$ cat src/rtl/conv_pkg.sv
// Shared types and constants for the conv scheduler slice.
// Latency: n/a (types and constants only).
// Backpressure: n/a.
package conv_pkg;

    localparam int CONV_CNT_W  = 16;
    localparam int CONV_AH_DEF = 4;
    localparam int CONV_AW_DEF = 4;

    // Cycles needed to push the last operands through the array skew.
    localparam int FLUSH_CYCLES = CONV_AH_DEF + CONV_AW_DEF - 1;

    typedef enum logic [2:0] {
        IDLE       = 3'd0,
        WAIT_BANKS = 3'd1,
        LOAD_W     = 3'd2,
        STREAM     = 3'd3,
        FLUSH      = 3'd4,
        DRAIN      = 3'd5,
        RELEASE    = 3'd6
    } conv_sched_state_e;

    typedef struct packed {
        logic [CONV_CNT_W-1:0] fx;
        logic [CONV_CNT_W-1:0] fy;
        logic [CONV_CNT_W-1:0] ic1;
        logic [CONV_CNT_W-1:0] oc1;
        logic [CONV_CNT_W-1:0] ox0;
        logic [CONV_CNT_W-1:0] oy0;
    } conv_cfg_t;

    // Flush length for an arbitrary array shape.
    function automatic int conv_flush_cycles(input int ah, input int aw);
        return ah + aw - 1;
    endfunction

endpackage

$ cat src/rtl/conv_loop_nest.sv
// fx/fy/ic1/oc1 loop counter: fx fastest, then fy, then ic1; oc1 steps per output tile.
// Latency: indices and flags update one cycle after an advance strobe.
// Backpressure: none; advances only when strobed by the scheduler.
module conv_loop_nest
    import conv_pkg::*;
#(
    parameter int COUNTER_WIDTH = CONV_CNT_W
)
(
    input  logic                     i_clk,
    input  logic                     i_rst_n,
    input  logic                     i_clear,
    input  logic                     i_advance_inner,
    input  logic                     i_advance_outer,
    input  logic [COUNTER_WIDTH-1:0] i_bnd_fx,
    input  logic [COUNTER_WIDTH-1:0] i_bnd_fy,
    input  logic [COUNTER_WIDTH-1:0] i_bnd_ic1,
    input  logic [COUNTER_WIDTH-1:0] i_bnd_oc1,
    output logic                     o_inner_last,
    output logic                     o_outer_last,
    output logic                     o_first_acc
);

    localparam logic [COUNTER_WIDTH-1:0] ONE = COUNTER_WIDTH'(1);

    logic [COUNTER_WIDTH-1:0] r_fx;
    logic [COUNTER_WIDTH-1:0] r_fy;
    logic [COUNTER_WIDTH-1:0] r_ic1;
    logic [COUNTER_WIDTH-1:0] r_oc1;

    logic w_fx_last;
    logic w_fy_last;
    logic w_ic1_last;
    logic w_oc1_last;

    // Last-index detection against bound minus one (bounds are never 0 while active).
    always_comb begin
        w_fx_last    = (r_fx  == i_bnd_fx  - ONE);
        w_fy_last    = (r_fy  == i_bnd_fy  - ONE);
        w_ic1_last   = (r_ic1 == i_bnd_ic1 - ONE);
        w_oc1_last   = (r_oc1 == i_bnd_oc1 - ONE);
        o_inner_last = w_fx_last && w_fy_last && w_ic1_last;
        o_outer_last = w_oc1_last;
        o_first_acc  = (r_fx == '0) && (r_fy == '0) && (r_ic1 == '0);
    end

    // Ripple-carry style index update; outer advance also resets the inner nest.
    always_ff @(posedge i_clk or negedge i_rst_n) begin
        if (!i_rst_n) begin
            r_fx  <= '0;
            r_fy  <= '0;
            r_ic1 <= '0;
            r_oc1 <= '0;
        end else if (i_clear) begin
            r_fx  <= '0;
            r_fy  <= '0;
            r_ic1 <= '0;
            r_oc1 <= '0;
        end else if (i_advance_outer) begin
            r_fx  <= '0;
            r_fy  <= '0;
            r_ic1 <= '0;
            r_oc1 <= w_oc1_last ? '0 : r_oc1 + ONE;
        end else if (i_advance_inner) begin
            if (w_fx_last) begin
                r_fx <= '0;
                if (w_fy_last) begin
                    r_fy  <= '0;
                    r_ic1 <= w_ic1_last ? '0 : r_ic1 + ONE;
                end else begin
                    r_fy <= r_fy + ONE;
                end
            end else begin
                r_fx <= r_fx + ONE;
            end
        end
    end

endmodule

$ cat src/rtl/conv_scheduler.sv
// Sequencer for buffers and systolic array: config, bank wait, weight load, stream, flush, drain, release.
// Latency: all outputs registered; strobes track the state one cycle after the deciding edge.
// Backpressure: drain holds ofmap_drain_vld and the beat count while ofmap_drain_rdy is low.
module conv_scheduler
    import conv_pkg::*;
#(
    parameter int ARRAY_HEIGHT  = CONV_AH_DEF,
    parameter int ARRAY_WIDTH   = CONV_AW_DEF,
    parameter int COUNTER_WIDTH = CONV_CNT_W
)
(
    input  logic                     clk,
    input  logic                     rst_n,
    input  logic                     cfg_vld,
    output logic                     cfg_rdy,
    input  logic [COUNTER_WIDTH-1:0] cfg_fx,
    input  logic [COUNTER_WIDTH-1:0] cfg_fy,
    input  logic [COUNTER_WIDTH-1:0] cfg_ic1,
    input  logic [COUNTER_WIDTH-1:0] cfg_oc1,
    input  logic [COUNTER_WIDTH-1:0] cfg_ox0,
    input  logic [COUNTER_WIDTH-1:0] cfg_oy0,
    input  logic                     ifmap_bank_ready,
    input  logic                     weight_bank_ready,
    output logic                     ifmap_bank_release,
    output logic                     weight_bank_release,
    output logic                     weight_ren,
    output logic                     input_ren,
    output logic                     weight_write_enable,
    output logic                     sys_arr_enable,
    output logic                     acc_first,
    output logic                     ofmap_drain_vld,
    input  logic                     ofmap_drain_rdy,
    output logic                     busy,
    output logic                     done
);

    localparam int CNT_W = 2 * COUNTER_WIDTH;
    localparam logic [CNT_W-1:0] CNT_ONE    = CNT_W'(1);
    localparam logic [CNT_W-1:0] LOAD_LAST  = CNT_W'(ARRAY_HEIGHT - 1);
    localparam logic [CNT_W-1:0] FLUSH_LAST = CNT_W'(conv_flush_cycles(ARRAY_HEIGHT, ARRAY_WIDTH) - 1);

    conv_sched_state_e r_state;
    conv_sched_state_e w_next_state;
    conv_cfg_t         r_cfg;
    logic [CNT_W-1:0]  r_npix_m1;
    logic [CNT_W-1:0]  r_cnt;
    logic [CNT_W-1:0]  w_cnt_nxt;

    logic r_cfg_rdy, r_busy, r_weight_ren, r_wwe, r_input_ren, r_sys_en;
    logic r_acc_first, r_drain_vld, r_release, r_done;

    logic w_cfg_hs, w_cfg_zero, w_done_zero;
    logic w_adv_inner, w_adv_outer;
    logic w_inner_last, w_outer_last, w_first_acc;

    assign w_cfg_zero = (cfg_fx == '0) || (cfg_fy == '0) || (cfg_ic1 == '0) ||
                        (cfg_oc1 == '0) || (cfg_ox0 == '0) || (cfg_oy0 == '0);

    conv_loop_nest #(.COUNTER_WIDTH(COUNTER_WIDTH)) u_loop_nest (
        .i_clk           (clk),
        .i_rst_n         (rst_n),
        .i_clear         (w_cfg_hs),
        .i_advance_inner (w_adv_inner),
        .i_advance_outer (w_adv_outer),
        .i_bnd_fx        (r_cfg.fx),
        .i_bnd_fy        (r_cfg.fy),
        .i_bnd_ic1       (r_cfg.ic1),
        .i_bnd_oc1       (r_cfg.oc1),
        .o_inner_last    (w_inner_last),
        .o_outer_last    (w_outer_last),
        .o_first_acc     (w_first_acc)
    );

    // Next-state, phase counter and loop-nest strobes.
    always_comb begin
        w_next_state = r_state;
        w_cnt_nxt    = r_cnt;
        w_cfg_hs     = 1'b0;
        w_done_zero  = 1'b0;
        w_adv_inner  = 1'b0;
        w_adv_outer  = 1'b0;
        case (r_state)
            IDLE: begin
                if (cfg_vld && r_cfg_rdy) begin
                    w_cfg_hs  = 1'b1;
                    w_cnt_nxt = '0;
                    if (w_cfg_zero) w_done_zero  = 1'b1;
                    else            w_next_state = WAIT_BANKS;
                end
            end
            WAIT_BANKS: begin
                if (ifmap_bank_ready && weight_bank_ready) w_next_state = LOAD_W;
            end
            LOAD_W: begin
                if (r_cnt == LOAD_LAST) begin
                    w_cnt_nxt    = '0;
                    w_next_state = STREAM;
                end else begin
                    w_cnt_nxt = r_cnt + CNT_ONE;
                end
            end
            STREAM: begin
                if (r_cnt == r_npix_m1) begin
                    w_cnt_nxt    = '0;
                    w_adv_inner  = 1'b1;
                    w_next_state = w_inner_last ? FLUSH : LOAD_W;
                end else begin
                    w_cnt_nxt = r_cnt + CNT_ONE;
                end
            end
            FLUSH: begin
                if (r_cnt == FLUSH_LAST) begin
                    w_cnt_nxt    = '0;
                    w_next_state = DRAIN;
                end else begin
                    w_cnt_nxt = r_cnt + CNT_ONE;
                end
            end
            DRAIN: begin
                if (ofmap_drain_rdy) begin
                    if (r_cnt == r_npix_m1) begin
                        w_cnt_nxt    = '0;
                        w_adv_outer  = 1'b1;
                        w_next_state = w_outer_last ? RELEASE : LOAD_W;
                    end else begin
                        w_cnt_nxt = r_cnt + CNT_ONE;
                    end
                end
            end
            RELEASE: w_next_state = IDLE;
            default: w_next_state = IDLE;
        endcase
    end

    // State, counter, latched config, and registered output strobes decoded from the next state.
    always_ff @(posedge clk or negedge rst_n) begin
        if (!rst_n) begin
            r_state      <= IDLE;
            r_cnt        <= '0;
            r_cfg        <= '0;
            r_npix_m1    <= '0;
            r_cfg_rdy    <= 1'b0;
            r_busy       <= 1'b0;
            r_weight_ren <= 1'b0;
            r_wwe        <= 1'b0;
            r_input_ren  <= 1'b0;
            r_sys_en     <= 1'b0;
            r_acc_first  <= 1'b0;
            r_drain_vld  <= 1'b0;
            r_release    <= 1'b0;
            r_done       <= 1'b0;
        end else begin
            r_state <= w_next_state;
            r_cnt   <= w_cnt_nxt;
            if (w_cfg_hs) begin
                r_cfg <= '{fx: cfg_fx, fy: cfg_fy, ic1: cfg_ic1,
                           oc1: cfg_oc1, ox0: cfg_ox0, oy0: cfg_oy0};
            end
            // Pixel count settles while waiting for banks, keeping the multiplier off the config path.
            if (r_state == WAIT_BANKS) begin
                r_npix_m1 <= CNT_W'(r_cfg.ox0) * CNT_W'(r_cfg.oy0) - CNT_ONE;
            end
            r_cfg_rdy    <= (w_next_state == IDLE);
            r_busy       <= (w_next_state != IDLE);
            r_weight_ren <= (w_next_state == LOAD_W);
            r_wwe        <= r_weight_ren;
            r_input_ren  <= (w_next_state == STREAM);
            r_sys_en     <= r_input_ren || (w_next_state == FLUSH);
            r_acc_first  <= r_input_ren && w_first_acc;
            r_drain_vld  <= (w_next_state == DRAIN);
            r_release    <= (w_next_state == RELEASE);
            r_done       <= (w_next_state == RELEASE) || w_done_zero;
        end
    end

    assign cfg_rdy             = r_cfg_rdy;
    assign busy                = r_busy;
    assign weight_ren          = r_weight_ren;
    assign weight_write_enable = r_wwe;
    assign input_ren           = r_input_ren;
    assign sys_arr_enable      = r_sys_en;
    assign acc_first           = r_acc_first;
    assign ofmap_drain_vld     = r_drain_vld;
    assign ifmap_bank_release  = r_release;
    assign weight_bank_release = r_release;
    assign done                = r_done;

endmodule

$ cat config.mk
export PLATFORM = sky130hd
export DESIGN_NAME = conv_scheduler
export DESIGN_NICKNAME = d
export VERILOG_FILES = /design/src/rtl/conv_pkg.sv /design/src/rtl/conv_loop_nest.sv /design/src/rtl/conv_scheduler.sv
export SDC_FILE = /design/constraint.sdc
export NUM_CORES = 1
export LEC_CHECK = 0
export CORE_AREA = 2 2 210 212
export CTS_CLUSTER_SIZE = 20
export DETAILED_ROUTE_END_ITERATION = 8
export DIE_AREA = 0 0 212 214
export HOLD_SLACK_MARGIN = 0.03
export PLACE_DENSITY = 0.71
export SYNTH_ARGS = -nofsm -noshare
export SYNTH_HDL_FRONTEND = slang
export SYNTH_SLANG_ARGS = --single-unit
$ cat constraint.sdc
create_clock -name clk -period 17.8 [get_ports clk]
set_input_delay 3.56 -clock clk [delete_from_list [all_inputs] [get_ports clk]]
set_output_delay 3.56 -clock clk [all_outputs]
set_load 0.02 [all_outputs]
Yosys cells after proc, flatten, opt, wreduce, memory -nomap -nowiden
Index checks and enable logic that the tools add are counted.
{"block": "totals", "regBits": 237, "in_bits": 102, "output_inout_bits": 11, "elab_cells": 131}
{"block": "classes", "n_addsub": 10, "mul": 1, "eq_ne": 19, "mux": 44, "reduce_logical": 34}
{"operator": "16-bit two-way mux", "count": 18}
{"operator": "32-bit two-way mux", "count": 5}
{"operator": "32-bit one-hot mux with 5 select lines", "count": 1}
{"operator": "16-bit zero test", "count": 9}
{"operator": "16-bit by 1-bit adder with 16-bit output (second input constant)", "count": 4}
{"operator": "16-bit == test", "count": 4}
{"operator": "16-bit by 1-bit subtractor with 16-bit output (second input constant)", "count": 4}
{"operator": "32-bit by 1-bit adder with 32-bit output (second input constant)", "count": 1}
{"operator": "32-bit by 2-bit == test with 1-bit output (second input constant)", "count": 1}
{"operator": "32-bit by 3-bit == test with 1-bit output (second input constant)", "count": 1}
{"operator": "32-bit == test", "count": 1}
{"operator": "16-bit by 16-bit multiplier with 32-bit output", "count": 1}
{"operator": "32-bit by 1-bit subtractor with 32-bit output (second input constant)", "count": 1}
{"operator": "3-bit two-way mux", "count": 10}
{"operator": "3-bit one-hot mux with 6 select lines", "count": 1}
{"operator": "3-bit == test (second input constant)", "count": 5}
{"operator": "3-bit by 2-bit == test with 1-bit output (second input constant)", "count": 4}
{"operator": "3-bit nonzero test", "count": 4}
{"operator": "1-bit two-way mux", "count": 9}
{"operator": "1-bit logical AND", "count": 7}
{"operator": "1-bit logical OR", "count": 7}
{"operator": "3-bit zero test", "count": 2}
{"operator": "3-bit AND reduction", "count": 2}
{"operator": "5-bit nonzero test", "count": 1}
{"operator": "4 further kinds", "count": 5}

Logic depth before layout (Yosys ltp)
{"block": "logic_depth", "ltp_word": 11, "mapped_depth": 25, "depth_no_buf": 23}

Hierarchy
A second synthesis with hierarchy kept.
{"block": "hier_totals", "hier_cells": 2648, "area_unflattened_um2": 22686.8}
{"mod": "conv_scheduler", "instances": 1, "cells_per_inst": 1881, "area_each_um2": 16532.1, "seq_area_each_um2": 4329.2}
{"mod": "conv_loop_nest", "instances": 1, "cells_per_inst": 767, "area_each_um2": 6154.7, "seq_area_each_um2": 1601.5}

Worst setup path before layout
Ideal clock, no wire load.
{"block": "synth_path", "path_type": "register -> register", "start": "reg r_cfg[29] (netlist name)", "end": "reg r_npix_m1[24]", "setup_time_ns": 0.095, "t_arrival_ns": 6.299, "required_ns": 17.705, "setup_slack_ns": 11.405, "stages_incl_launch_ff": 23, "n_path_buf": 2, "period_less_slack_ns": 6.395, "cell_sequence": "dfrtp_1 > clkbuf_1 > clkbuf_1 > nand2_1 > fa_1 > fa_1 > inv_1 > fa_1 > fa_1 > fa_1 > inv_1 > fa_1 > inv_1 > ha_1 > and2_1 > and3_1 > a221oi_1 > o21ai_0 > a31oi_1 > o21ai_0 > or3_1 > and3_1 > o31ai_1"}
{"block": "synth_between", "elab_chain_cells": 2}
{"item": "start, declared", "line_no": "conv_scheduler.sv:44", "rtl": "conv_cfg_t r_cfg;"}
{"item": "start signal, assigned", "line_no": "conv_scheduler.sv:156", "rtl": "r_cfg <= '{fx: cfg_fx, fy: cfg_fy, ic1: cfg_ic1,"}
{"item": "16-bit by 16-bit multiplier with 32-bit output", "line_no": "conv_scheduler.sv:161", "rtl": "r_npix_m1 <= CNT_W'(r_cfg.ox0) * CNT_W'(r_cfg.oy0) - CNT_ONE;"}
{"item": "32-bit by 1-bit subtractor with 32-bit output", "line_no": "conv_scheduler.sv:161"}
{"item": "end signal, assigned", "line_no": "conv_scheduler.sv:161"}
{"item": "end, declared", "line_no": "conv_scheduler.sv:45", "rtl": "logic [CNT_W-1:0] r_npix_m1;"}
No other way between the ends.
A chain may end at the register's enable or synchronous reset.

Final worst setup path
{"block": "layout_path", "start": "reg r_cfg[2] (netlist name)", "end": "reg r_npix_m1[24]"}
The elaborated chain is that of the path after synthesis.

==> results.cfg <==
[outcome]
status = finished clean

[grt]
grt_overflow_total = 0
antenna_found_initial = 0
grt_usage = 0.247
grt_max_degree = 99
grt_pass1_wl_um = 91900
grt_pass1_vias = 17900

[clock_network]
cts_tree = yes
numCtsBuffers = 28
cts_setup_buffers = 0
clk_pin_slew_ns = 0.06
cts_hold_buf = 0
cts_max_level = 1
clock_path_buffers = 3
cts_resized = 0
worstSkewPairLatency_ns = 0.58
clockRootBuffer = clkbuf_16
cts.sinks = 237

[finish]
fin_area_um2 = 24600
areaGrowthSynthToFinish_pct = 10.5
layout-drive-gt1-share = 0.0324
layout.nets = 3062
n_fill_cell = 3873
diodes = 0
multi_input_area_um2 = 14700
ff_latch_area_um2 = 5930

[yosys]
yosysWarnings = 0
synth_top_area_frac = 0.266
synth.area.top_cells = dfrtp_1 (27%), fa_1 (19%), nand2_1 (9.7%)
syn_avg_cell_area_um2 = 8.54
synth_top_flop_cell = dfrtp_1
yosysTopAreaCell = dfrtp_1
ys_seq_elements = 237
syn_nets = 3037
ys_seq_area_frac = 0.266
synthArstFlopShare = 1.00
syn_inst = 2606
synth-edff-count = 0
syn_area_um2 = 22300
yosysUniqueCellTypes = 80

[floorplan]
dieArea_um2 = 45400
start_util = 0.519
fp.dieH_um = 214
fp-row-count = 76
die_w_um = 212
core_um2 = 42900
boundaryPins = 113

[power]
swShare = 0.244
seqPwrFrac = 0.476
p_per_area_nw_per_um2 = 47.6
clkPwrFrac = 0.466
switchingPower_w = 0.000286
p_int_w = 0.000886
vdd_ir_drop_max_mv = 0.0781
p_leak_nw = 11.9
finalPower_w = 0.00117
pwr-share-comb = 0.058

[worst_setup_path]
r2r_setup_slack_ns = 10.85
reg2regPathDepth = 21
startpoint = r_cfg[2]
critPathRequiredTime_ns = 18.29
cp-start-kind = flop
worstSetupPathType = reg -> reg
rr_startpoint = r_cfg[2]
worstPathArrival_ns = 7.44
critPathMaxFanout = 17
r2r-end = r_npix_m1[24]
crit_path_end_kind = flop

[sta]
min_period_over_period = 0.391
setup_viol = 0
finalClockSkew_ns = 0.0324
fmax_mhz = 144
max_slew_margin = 0.208
maxSlewViolCount = 0
tightest_slew_ns = 1.19
layout_min_cycle_time_ns = 6.95
rsz0062_at_grt = false
setup_tns_ns = 0
hold_viol = 0

[route]
wl_um = 55000
drt_iter0_markers = 1452
routed_via_density = 5.59
postRouteAntennaNets = 0
vias = 18100
firstDrtPassIters = 5
drc = 0
avgRoutedWirePerCell_um = 17.0

[hold_path]
hold_path_end = weight_write_enable
whs_path_depth = 0
min_from = weight_ren
holdCritPathClass = reg -> reg

[placement]
place_congestion = 0.940
io_buffers = 112
dp_hpwl_um = 42000
placedInstanceArea_um2 = 23700

[job]
drv_cap = 0
## cells in the mapped netlist (47+ instances only)
cell      instances
nor2_1           88
nand2_1         574
nor4_1           59
a21oi_1          57
clkbuf_1        115
xor2_1           93
fa_1            207
dfrtp_1         237
ha_1            122
inv_1           313
o21ai_0         112
xnor2_1          76
nand4_1          47
and2_1           86
## layout make-up
| cell class | count | share of cell area |
|---|---|---|
| multi-input cells | 1928 | 0.597 |
| well taps | 585 | 0.0298 |
| clock buffers | 39 | 0.0318 |
| inverters | 313 | 0.0478 |
| clock inverters | 11 | 0.00361 |
| repair buffers | 123 | 0.0491 |
| flip-flops and latches | 237 | 0.241 |
## per-stage QoR
| step | utilization | hold WS [ns] | cells | setup WS, ns |
|---|---|---|---|---|
| 5_1_grt | 0.574 | 0.399 | 3236 | 10.41 |
| 3_3_place_gp | 0.553 | 0.363 | 3186 | 10.98 |
| 6_report | 0.574 | 0.374 | 3236 | 10.85 |
| 2_1_floorplan | - | 0.458 | 2606 | 11.41 |
| 4_1_cts | 0.574 | 0.378 | 3236 | 10.86 |
| 3_5_place_dp | 0.553 | 0.364 | 3186 | 10.86 |
## layout by cell type, fill, tap and decap left out, types with 46 or more instances in the layout
cell type / netlist / layout
nand2_1: 574 / 574
nor3_1: 46 / 46
and2_1: 86 / 86
nor2_1: 88 / 87
xor2_1: 93 / 93
inv_1: 313 / 313
xnor2_1: 76 / 76
clkdlybuf4s50_1: 0 / 111
fa_1: 207 / 207
dfrtp_1: 237 / 237
o21ai_0: 112 / 112
a21oi_1: 57 / 57
ha_1: 122 / 122
nor4_1: 59 / 58
nand4_1: 47 / 47
## power groups by stage
| stage | registers, W | logic (W) | clock network [W] |
|---|---|---|---|
| after floorplan | 0.000559 | 0.0000286 | 0 |
| after global placement | 0.000567 | 0.0000660 | 0 |
| after detailed placement | 0.000567 | 0.0000683 | 0 |
| after CTS | 0.000558 | 0.0000683 | 0.000559 |
| after global routing | 0.000559 | 0.0000752 | 0.000581 |
| final | 0.000558 | 0.0000675 | 0.000546 |
## cell families (layout without fill, tap and decap cells)
logic type | count (synthesis) | after routing | share of synthesized area
AOI/OAI and AO/OA | 314 | 314 | 0.0903
xor gates and xnor gates | 169 | 169 | 0.0665
adders and majority gates | 329 | 329 | 0.255
buffers and inverters | 441 | 486 | 0.0754
DFF | 237 | 237 | 0.266
muxes | 26 | 26 | 0.0119
and+or+nand+nor | 1090 | 1090 | 0.235
## metal layers
metal / vias up / GRT usage / part of all wire
met3: 73 / 0.0303 / 0.058
met4: 0 / 0.0467 / 0.018
met2: 543 / 0.392 / 0.46
li1: 8568 / - / -
met1: 8918 / 0.366 / 0.47
met5: - / 0 / 0
## registers in the layout, summed over array words and instances, names as in the netlist, 3 cells and up
| signal | flops |
|---|---|
| r_state | 3 |
| u_loop_nest.r_fy | 16 |
| r_cfg | 96 |
| u_loop_nest.r_ic1 | 16 |
| r_npix_m1 | 32 |
| r_cnt | 32 |
| u_loop_nest.r_fx | 16 |
| u_loop_nest.r_oc1 | 16 |
## worst max-delay path, stage by stage (launching register included)
cell and delay, ns:
dfrtp_1 0.63, and2_1 0.31, fa_1 0.53, inv_1 0.06, fa_1 0.51, fa_1 0.53, inv_1 0.06, fa_1 0.49
fa_1 0.50, inv_1 0.05, fa_1 0.47, inv_1 0.04, ha_1 0.36, and3_1 0.22, and3_1 0.21, a221oi_1 0.30
o21ai_0 0.18, a31oi_1 0.42, o21ai_0 0.25, or3_1 0.36, and3_1 0.19, o31ai_1 0.20
## worst max-delay path by stage
stage,end,slack (ns),cells past startpoint
final,r_npix_m1[24],10.85,21
after global routing,r_npix_m1[24],10.41,21
after CTS,r_npix_m1[24],10.86,21
after detailed placement,r_npix_m1[24],10.86,21
after global placement,r_cnt[31],10.98,9
after floorplan,r_npix_m1[24],11.41,22
No activity file was read; power rests on OpenSTA's default activity.
==> RTL change 1, RTL diff (same flow settings) <==
Compare `r_cnt` against `LOAD_LAST` with >= in place of ==.
--- a/src/rtl/conv_scheduler.sv
+++ b/src/rtl/conv_scheduler.sv
@@ -93,5 +93,5 @@
             end
             LOAD_W: begin
-                if (r_cnt == LOAD_LAST) begin
+                if (r_cnt >= LOAD_LAST) begin
                     w_cnt_nxt    = '0;
                     w_next_state = STREAM;
Function: no difference found for any inputs over 10 cycles, from zero or initial values and one cycle with rst_n low; that may be too few to reach the edited logic, so the function may still have changed.
==> RTL change 1 against the unedited design <==
Global-route usage is 1.2 points higher. Final area is 0.43% higher. Via count is 1.4% higher. Setup slack better by 0.076 ns. Clock skew is 0.016 ns lower. Synthesized area is 0.34% lower. Routed wire length is 4.9% higher. Final cell count is 0.87% higher. Sequential cell count stayed put. Critical endpoint is now r_npix_m1[30]$_DFFE_PN0P_. Largest cell class unchanged. Highest routed layer unchanged.
Power is not compared: it rests on default switching activity, and its combinational part moved more than twofold at a synthesized area within 25%.
==> RTL change 1: results (changes against the unedited design) <==
Outcome: complete, no violations
Detailed Place HPWL: 43400 um (+3.2%)
Drt total wl: 57700 um (+4.9%)
Post-CTS Setup Repair Bufs: 0 (unchanged)
GRT met1 Usage: 33.4% (-3.2 points)
Reg2Reg Depth: 20 (-4.8%)
Worst-Skew Late Latency: 0.59 ns
Hold Crit Class: flip-flop to flip-flop
Adder-Cell Fraction of Synth Area: 25.7% (+0.18 points)
First-pass GRT wire length: 95600 um (+4.0%)
Antenna diode count: 0 (unchanged)
Drt via density: 5.62 (+0.54%)
CTS root buffer: clkbuf_16
Worst-Margin Slew: 0.978 ns (-0.211 ns)
Layout cell share with drive strength beyond 1: 3.40% (+0.15 points)
R2R setup slack: 10.92 ns (+0.08 ns)
WHS Endpoint: weight_write_enable$_DFF_PN0_
VDD IR max: 0.0000521 V
Hold path start: weight_ren$_DFF_PN0_
Leak Pwr: 0.0117 uW
Hold Path Depth: 0 (unchanged)
Worst EP arrival: 7.30 ns (-0.14 ns)
Met3 GRT Util: 3.45% (+0.41 points)
Final GP Congestion: 0.897 (-4.6%)
Net count, final: 3089 (+0.88%)
Top cells by count, synth: nand2_1 (571), inv_1 (315), dfrtp_1 (237)
Total number of yosys warnings: 0 (unchanged)
Synth Area in Compound Gates: 9.70% (+0.67 points)
Mapped Nets: 3046 (+0.30%)
CTS resizes: 0 (unchanged)
Mux share of post-synthesis cell area: 0.468% (-0.72 points)
XOR/XNOR Fraction of Synth Area: 6.44% (-0.21 points)
Gr usage total: 25.9% (+1.2 points)
Skew final: 0.0163 ns (-0.0161 ns)
Unique cell type count in the Yosys netlist: 82 (+2.5%)
Largest family of logic cells by synthesized area: adder cells
Initial DRC count: 1248 (-14%)
Fillers: 3870 (-0.077%)
Synth top area cells: dfrtp_1 (27%), fa_1 (19%), nand2_1 (9.7%)
Max Root-Sink Buffers: 3 (unchanged)
Routing usage on met2: 45.1% (+5.9 points)
Pin count of the biggest net entering global routing: 111 (+12%)
Number of global-route vias before repair: 18800 (+5.0%)
Post-synthesis sequential area ratio: 26.7% (+0.092 points)
Ys async rst share: 100% (unchanged)
Crit Reg-Reg Endpoint: r_npix_m1[30]$_DFFE_PN0P_
R2R Path Start: r_cfg[2]$_DFFE_PN0P_
[RTL change 1: per-layer routing]
metal	share of wire, %	up-vias
li1	-	8651
met1	41	9084
met2	50	521
met3	5.3	102
met4	3.0	0
met5	0	-
[RTL change 1: area by class of cell]
cell class	instances	area (sq um)	share of cell area, %
Multi-Input combinational cell	1949	14600	59.2
Sequential cell	237	5930	24.0
Timing Repair Buffer	126	1230	4.98
Inverter	316	1190	4.80
Clock buffer	33	749	3.03
Tap cell	585	732	2.96
Clock inverter	18	239	0.967
[RTL change 1: kinds of logic after synthesis]
group                      after synthesis
muxes                                   10
adders and majority gates              331
and+or+nand+nor                       1105
AOI/OAI and AO/OA                      340
xor gates and xnor gates               163
DFF                                    237
buffers and inverters                  429
[RTL change 1: worst max-delay path, cell delays in order, from the launching register on]
cell	delay, ns
dfrtp_1	0.81
nand2_1	0.17
fa_1	0.55
fa_1	0.56
inv_1	0.06
fa_1	0.48
fa_1	0.51
fa_1	0.49
inv_1	0.05
fa_1	0.47
inv_1	0.05
ha_1	0.34
a211o_1	0.30
a211o_1	0.28
or2_2	0.29
a311oi_1	0.47
o21ai_0	0.24
a21o_1	0.22
a21oi_1	0.16
xor2_1	0.15
o21ai_0	0.08
[RTL change 1: how the worst max path moves through the flow]
stage                                           end  slack [ns]  cells after the start
after floorplan           r_npix_m1[30]$_DFFE_PN0P_       11.38                     23
after global placement    r_npix_m1[30]$_DFFE_PN0P_       11.00                     20
after detailed placement  r_npix_m1[30]$_DFFE_PN0P_       10.94                     20
after CTS                 r_npix_m1[30]$_DFFE_PN0P_       10.91                     20
after global routing      r_npix_m1[30]$_DFFE_PN0P_       10.54                     20
final                     r_npix_m1[30]$_DFFE_PN0P_       10.92                     20
[RTL change 1: power by group]
group | leakage, uW | internal (uW) | switching (uW)
Combinational | 0.00818 | 118 | 158
Clock | 0.000470 | 362 | 257
Sequential | 0.00307 | 598 | 72.8
Total | 0.0117 | 1080 | 487
[RTL change 1: metrics by stage]
step	instance area, sq um	std cells	hold WS, ns	utilization [%]	worst slack [ns]
6_report	24700	3264	0.420	57.6	10.92
3_3_place_gp	23700	3213	0.409	55.3	11.00
3_5_place_dp	23700	3213	0.404	55.3	10.94
4_1_cts	24700	3264	0.424	57.6	10.91
5_1_grt	24700	3264	0.431	57.6	10.54
2_1_floorplan	22200	2615	0.458	-	11.38
==> RTL change 2, RTL diff (config.mk and constraints unchanged) <==
Made on the original files. The package constant `CONV_CNT_W` goes from 16 to 18.
--- a/src/rtl/conv_pkg.sv
+++ b/src/rtl/conv_pkg.sv
@@ -4,5 +4,5 @@
 package conv_pkg;
 
-    localparam int CONV_CNT_W  = 16;
+    localparam int CONV_CNT_W  = 18;
     localparam int CONV_AH_DEF = 4;
     localparam int CONV_AW_DEF = 4;
Interface: changed (6 resized); port bits go from 113 to 125. No check against the original RTL was run, so the function may have changed too.
==> RTL change 2 against the unedited design <==
Final cell count increased by 16%. Clock skew decreased by 0.0092 ns. Critical path depth unchanged. Setup slack got worse by 0.17 ns. Power increased by 21%. Sequential cell count increased by 28. Maximum frequency decreased by 2.5%. Routed wire length increased by 31%. Synthesized area increased by 20%. Sequential share of layout area decreased by 1.6 points. Utilization increased by 11 points. Final area increased by 20%. Critical path type unchanged. Largest cell class unchanged. Highest routed layer unchanged.
==> RTL change 2: results (changes against the unedited design) <==
Outcome: complete, no violations
Worst-Skew Late Latency: 0.56 ns (-0.02 ns)
Leak Pwr: 0.0140 uW (+18%)
Synth top area cells: dfrtp_1 (25%), fa_1 (20%), nand2_1 (8.6%)
Initial DRT Pass Iterations: 7 (+2)
Inverters: 403 (+29%)
Pin count of the biggest net entering global routing: 94 (-5.1%)
Post-synthesis sequential area ratio: 24.8% (-1.9 points)
Register share of the cell area: 22.5% (-1.6 points)
Repair and plain buffers: 141 (+15%)
Detailed Place HPWL: 53800 um (+28%)
Port Buffer Count: 124 (+11%)
Fillers: 3470 (-10%)
Number of instances in the placed design: 3681 (+16%)
GRT met1 Usage: 46.0% (+9.4 points)
R2R setup slack: 10.67 ns (-0.17 ns)
Adder-Cell Fraction of Synth Area: 26.6% (+1.1 points)
Hold Path Depth: 2 (+2)
Worst-Margin Slew: 1.20 ns (+0.00805 ns)
Wire length per cell: 19.3 um (+14%)
Drt total wl: 72300 um (+31%)
Layout cell share with drive strength beyond 1: 4.09% (+0.84 points)
Worst EP arrival: 7.58 ns (+0.14 ns)
Routing usage on met2: 51.0% (+12 points)
Post-synthesis cell count: 3122 (+20%)
Max incr delay on CP: 0.73 ns (+0.10 ns)
Placement Cell Area: 0.0282 sq mm (+19%)
Critical path launch point: r_cfg[5]$_DFFE_PN0P_
Layout clock area frac: 4.15% (+0.61 points)
Initial DRC count: 1717 (+18%)
H-tree levels: 2 (+1)
==> RTL change 2: cell types whose count changed after synthesis, sizes merged, moves of 14 or more <==
cell    change
dfrtp      +28
nand3      +18
ha         +15
xor2       -43
nand2      +37
nor2       +25
and2       +73
xnor2      +53
fa         +62
mux2i      -14
clkbuf     +32
inv        +90
==> RTL change 2: how the worst min path moves through the flow <==
stage | from | end | slack (ns)
floorplan | r_npix_m1[12]$_DFFE_PN0P_ | r_npix_m1[12]$_DFFE_PN0P_ | 0.46
global placement | r_cfg[23]$_DFFE_PN0P_ | r_cfg[23]$_DFFE_PN0P_ | 0.46
detailed placement | r_cfg[23]$_DFFE_PN0P_ | r_cfg[23]$_DFFE_PN0P_ | 0.48
CTS | r_cfg[23]$_DFFE_PN0P_ | r_cfg[23]$_DFFE_PN0P_ | 0.49
global route | weight_ren$_DFF_PN0_ | weight_write_enable$_DFF_PN0_ | 0.51
finish | r_cfg[23]$_DFFE_PN0P_ | r_cfg[23]$_DFFE_PN0P_ | 0.49
==> RTL change 2: power groups by stage <==
| stage | clock network (uW) | logic, uW | registers (uW) |
|---|---|---|---|
| after floorplan | 0 | 1.74 | 614 |
| after global placement | 0 | 45.7 | 613 |
| after detailed placement | 0 | 46.1 | 613 |
| after CTS | 777 | 46.3 | 603 |
| after global routing | 803 | 49.8 | 602 |
| final | 766 | 45.6 | 603 |
==> RTL change 2: worst max-delay path, delay by kind of cell, from the launching register on <==
kind                     cells  cell delay (ns)
AO/OA/AOI/OAI                6             1.63
AND/OR/NAND/NOR              4             1.02
adder cells (fa/ha/maj)      7             3.40
buffers and inverters        4             0.21
flip-flops                   1             0.73
==> RTL change 2: routing by layer <==
layer	share of wire, %	wire length, um
met1	44	31700
met2	45	32900
met3	7.6	5460
met4	3.1	2260
met5	0	0
